**config.mk**
```make
export PLATFORM = sky130hd
export DESIGN_NAME = csa_accumulate_sequencer
export DESIGN_NICKNAME = d
export VERILOG_FILES = /design/src/rtl/csa_accumulate_sequencer.sv
export SDC_FILE = /design/constraint.sdc
export NUM_CORES = 1
export LEC_CHECK = 0
export BUFFER_PORTS_ARGS = -buffer_cell sky130_fd_sc_hd__buf_4
export CAP_MARGIN = 20
export CORE_AREA = 2 2 75 77
export CTS_CLUSTER_DIAMETER = 100
export DETAILED_ROUTE_END_ITERATION = 8
export DIE_AREA = 0 0 77 79
export MAX_ROUTING_LAYER = met4
export PLACE_DENSITY = 0.76
export SYNTH_ARGS = -nofsm -noshare
export SYNTH_HDL_FRONTEND = slang
export SYNTH_SLANG_ARGS = --single-unit
```
**constraint.sdc**
```tcl
create_clock -name clk -period 2.4 [get_ports clk]
set_input_delay 0.36 -clock clk [delete_from_list [all_inputs] [get_ports clk]]
set_output_delay 0.36 -clock clk [all_outputs]
set_load 0.1 [all_outputs]
```
**src/rtl/csa_accumulate_sequencer.sv**
```systemverilog
// Frame accumulator: operands are folded into a redundant sum/carry pair with a 3:2
// compressor, and a single carry-propagate add resolves the frame total.
module csa_accumulate_sequencer #(
    parameter int N       = 8,
    parameter int MAX_OPS = 16,
    localparam int ACC_W  = N + $clog2(MAX_OPS),
    localparam int CNT_W  = $clog2(MAX_OPS) + 1
) (
    input  logic             clk,
    input  logic             rst,
    input  logic             flush,
    input  logic             in_valid,
    output logic             in_ready,
    input  logic [N-1:0]     in_data,
    input  logic             in_last,
    output logic             out_valid,
    input  logic             out_ready,
    output logic [ACC_W-1:0] out_sum,
    output logic [CNT_W-1:0] out_count,
    output logic             out_trunc,
    output logic             busy
);

    typedef enum logic [1:0] {ACC, RES, OUT} state_t;

    localparam logic [CNT_W-1:0] MAX_CNT = CNT_W'(MAX_OPS);

    state_t           state;
    logic [ACC_W-1:0] s;
    logic [ACC_W-1:0] c;
    logic [ACC_W-1:0] c2;
    logic [ACC_W-1:0] d;
    logic [CNT_W-1:0] count;
    logic [CNT_W-1:0] count_next;
    logic             frame_full;

    // Carry vector carries weight 2, so the frame value is always s + (c << 1).
    assign c2         = {c[ACC_W-2:0], 1'b0};
    assign d          = ACC_W'(in_data);
    assign count_next = count + CNT_W'(1);
    assign frame_full = (count_next == MAX_CNT);

    assign in_ready = (state == ACC) && !flush;
    assign busy     = (count != '0) || (state != ACC);

    always_ff @(posedge clk or posedge rst) begin
        if (rst) begin
            state     <= ACC;
            s         <= '0;
            c         <= '0;
            count     <= '0;
            out_valid <= 1'b0;
            out_sum   <= '0;
            out_count <= '0;
            out_trunc <= 1'b0;
        end else if (flush) begin
            state     <= ACC;
            s         <= '0;
            c         <= '0;
            count     <= '0;
            out_valid <= 1'b0;
        end else begin
            case (state)
                ACC: begin
                    if (in_valid) begin
                        s     <= s ^ c2 ^ d;
                        c     <= (s & c2) | (s & d) | (c2 & d);
                        count <= count_next;
                        if (in_last || frame_full) begin
                            state     <= RES;
                            out_trunc <= frame_full && !in_last;
                        end
                    end
                end
                RES: begin
                    out_sum   <= s + c2;
                    out_count <= count;
                    out_valid <= 1'b1;
                    state     <= OUT;
                end
                OUT: begin
                    // Result fields are left as-is after the handshake; only valid drops.
                    if (out_ready) begin
                        out_valid <= 1'b0;
                        s         <= '0;
                        c         <= '0;
                        count     <= '0;
                        state     <= ACC;
                    end
                end
                default: begin
                    state <= ACC;
                end
            endcase
        end
    end

endmodule

```
==> metrics.md <==
| Metric | Value |
|---|---|
| Outcome | `completed` |
| Total power | `2190 uW` |
| Cts hold-fix bufs | `0` |
| Max_slew headroom | `0.499` |
| Synth warnings | `0` |
| Port Buffers | `34` |
| Final TNS setup | `0 ns` |
| Drt initial violations | `104` |
| Max Cap Viol | `0` |
| Switching Fraction | `0.371` |
| Commonest cells after routing, fill and taps aside | `49 x dfrtp_1, 39 x nand2_1, 39 x buf_4` |
| Worst r2r dst | `out_sum[9]` |
| Clk buf depth | `2` |
| Std-Cell Core Area | `0.00534 mm2` |
| Initial Util | `0.477` |
| Slew Viols, Final | `0` |
| First-pass GRT wire length | `8800 um` |
| Resize count post-CTS | `0` |
| Die width | `77 um` |
| Crit-path max FO | `4` |
| Asr flop ratio synth | `1.00` |
| Clock network fraction of design power | `0.282` |
| Worst skew pair latency | `0.30 ns` |
| CTS root buf | `clkbuf_8` |
| Row cnt | `27` |
| Worst VDD drop | `347 uV` |
| Worst hold slack | `0.179 ns` |
| PwrDens | `728 mW/mm2` |
| Flop pwr share | `0.429` |
| RePlAce Congestion | `0.790` |
| Die area | `0.00608 mm2` |
| Post-layout min period | `2.11 ns` |
| Least-Margin Pin Slew | `0.750 ns` |
| Area growth, synth to finish | `17.9%` |
| Die Span Y | `79 um` |
| Final WL | `4840 um` |
| CTS sink count | `49` |
| Initial antenna violation count | `0` |
| Switch Pwr | `811 uW` |
| Primary FF master, synth | `dfrtp_1` |
| Synth cell types | `41` |
| Hold WC Path Type | `in2async` |
| Vias in the first global route | `1892` |
| Clock transition at the registers of the reported paths | `0.09 ns` |
| Largest net degree at the start of global routing | `36` |
| CTS tree | `yes` |
| Critical path arrival | `2.27 ns` |
| Clk_skew | `0.0112 ns` |
| Post-DP HPWL | `3430 um` |
| N_diodes | `0` |
| Synth top area cells | `dfrtp_1 48%, a22o_1 7.9%, ha_1 6.4%, fa_1 6.3%, nand2_1 5.8%` |
| Top cell type by total area after synthesis | `dfrtp_1` |
| Post-Syn Area | `0.00254 mm2` |
| Hold Vio Cnt, Final | `0` |
| Num ports | `35` |
| Final period util | `0.880` |
| DRC violations left | `0` |
| Crit end category | `flip-flop` |
| Syn avg cell area | `10.6 um2` |
| Gr usage total | `0.185` |
| Final global-route overflow total | `0` |
| Final setup vio count | `0` |
| Post-synth EDFFs | `0` |
| First-pass DRT Iterations | `4` |
| Synthesized Nets | `276` |
| Comb pwr share | `0.288` |
| Reg-to-Reg Start | `c[0]` |
| WS Path Type | `reg2reg` |
| Reg-to-reg slack, setup | `0.29 ns` |
| Drt via density | `5.30` |
| CTS H-tree lvls | `2` |
| #FFs+latches synth | `49` |
| Synth top area share | `0.482` |
| Pleak | `0.00148 uW` |
| Sequential area share after synthesis | `0.482` |
| Worst R2R Path Depth | `8` |
| Vias post-DR | `1855` |
| WP data required | `2.55 ns` |
| Nets@finish | `312` |
| Fmax | `473 MHz` |
| Layout cells sized above 1 | `0.180` |
| CTS buffer count | `5` |
| Antenna-violating nets left | `0` |
| Most common cell after layout, fill and taps aside | `dfrtp_1` |
| Internal power | `1380 uW` |
| RSZ-0062 raised after global routing | `false` |
| Setup Buffers After CTS | `0` |
| WL/cell | `13.8 um` |
| Mapped Cells | `241` |
| Setup crit start kind | `flip-flop` |
==> per-layer routing <==
| layer | global-route usage | part of all wire | wire [um] | up-vias |
|---|---|---|---|---|
| met5 | - | 0 | 0 | - |
| met4 | 0.0518 | 0.011 | 55 | 0 |
| met3 | 0.0318 | 0.033 | 158 | 7 |
| met2 | 0.288 | 0.46 | 2250 | 29 |
| met1 | 0.255 | 0.49 | 2380 | 891 |
| li1 | - | - | - | 928 |
==> area by class of cell <==
| cell class | instances | area (um2) |
|---|---|---|
| clock inverter | 2 | 37.5 |
| sequential | 49 | 1230 |
| tap | 72 | 90.1 |
| multi-input combinational | 174 | 1240 |
| clock buffer | 6 | 82.6 |
| fill | 495 | 2340 |
| inverter | 8 | 30.0 |
| timing repair buffer | 39 | 293 |
==> cells by family (layout without fill, tap and decap cells) <==
family,after synthesis,in the layout,share of synthesized area
mux,3,3,0.0118
fa+ha+maj,21,21,0.127
xor+xnor,7,7,0.0241
flops,49,49,0.482
compound gates,67,67,0.187
buf+inv,18,55,0.0324
simple gates,76,76,0.136
==> worst max-delay path, stage by stage (launching register included) <==
cell and delay, ns:
dfrtp_1 0.41, ha_1 0.21, inv_1 0.06, fa_1 0.39, nand2b_1 0.18, a21oi_1 0.27, o211ai_1 0.16, mux2i_1 0.17
o311ai_1 0.12
==> worst max path at each step <==
stage	start	endpoint	slack, ns	cells past startpoint
after floorplan	flush	out_trunc	0.33	7
after global placement	c[0]	out_sum[9]	0.39	8
after detailed placement	c[0]	out_sum[9]	0.33	8
after CTS	c[0]	out_sum[9]	0.30	8
after global routing	c[0]	out_sum[9]	0.11	8
final	c[0]	out_sum[9]	0.29	8
==> cell usage after synthesis, types with 2 or more instances <==
library cell / instances
dfrtp_1: 49
nand2_1: 39
a22o_1: 23
nor2_1: 15
ha_1: 13
o21ai_0: 12
a21oi_1: 11
fa_1: 8
inv_1: 8
buf_2: 6
o211ai_1: 5
xor2_1: 5
nand3_1: 4
o21ai_1: 4
and3_1: 3
mux2i_1: 3
nand2b_1: 3
a211oi_1: 2
buf_4: 2
clkbuf_1: 2
nor3_1: 2
o311ai_1: 2
xnor2_1: 2
==> power by group through the flow <==
stage	clock [uW]	sequential (uW)	combinational, uW
after global routing	663	950	672
after floorplan	0	1260	188
after CTS	628	940	637
after global placement	0	953	628
final	617	938	631
after detailed placement	0	957	636
==> per-stage QoR <==
| step | std cells | setup slack (ns) | util | instance area [um2] |
|---|---|---|---|---|
| floorplan | 241 | 0.335 | - | 2550 |
| global placement | 342 | 0.391 | 0.540 | 2880 |
| detailed placement | 342 | 0.334 | 0.540 | 2880 |
| CTS | 350 | 0.296 | 0.562 | 3000 |
| global route | 350 | 0.109 | 0.562 | 3000 |
| finish | 350 | 0.287 | 0.562 | 3000 |
==> registers in the layout (all words and copies together), names as in the netlist <==
register	cells
out_sum	12
out_valid	1
state	2
out_trunc	1
out_count	5
c	11
s	12
count	5
No activity file was read; power rests on OpenSTA's default activity.
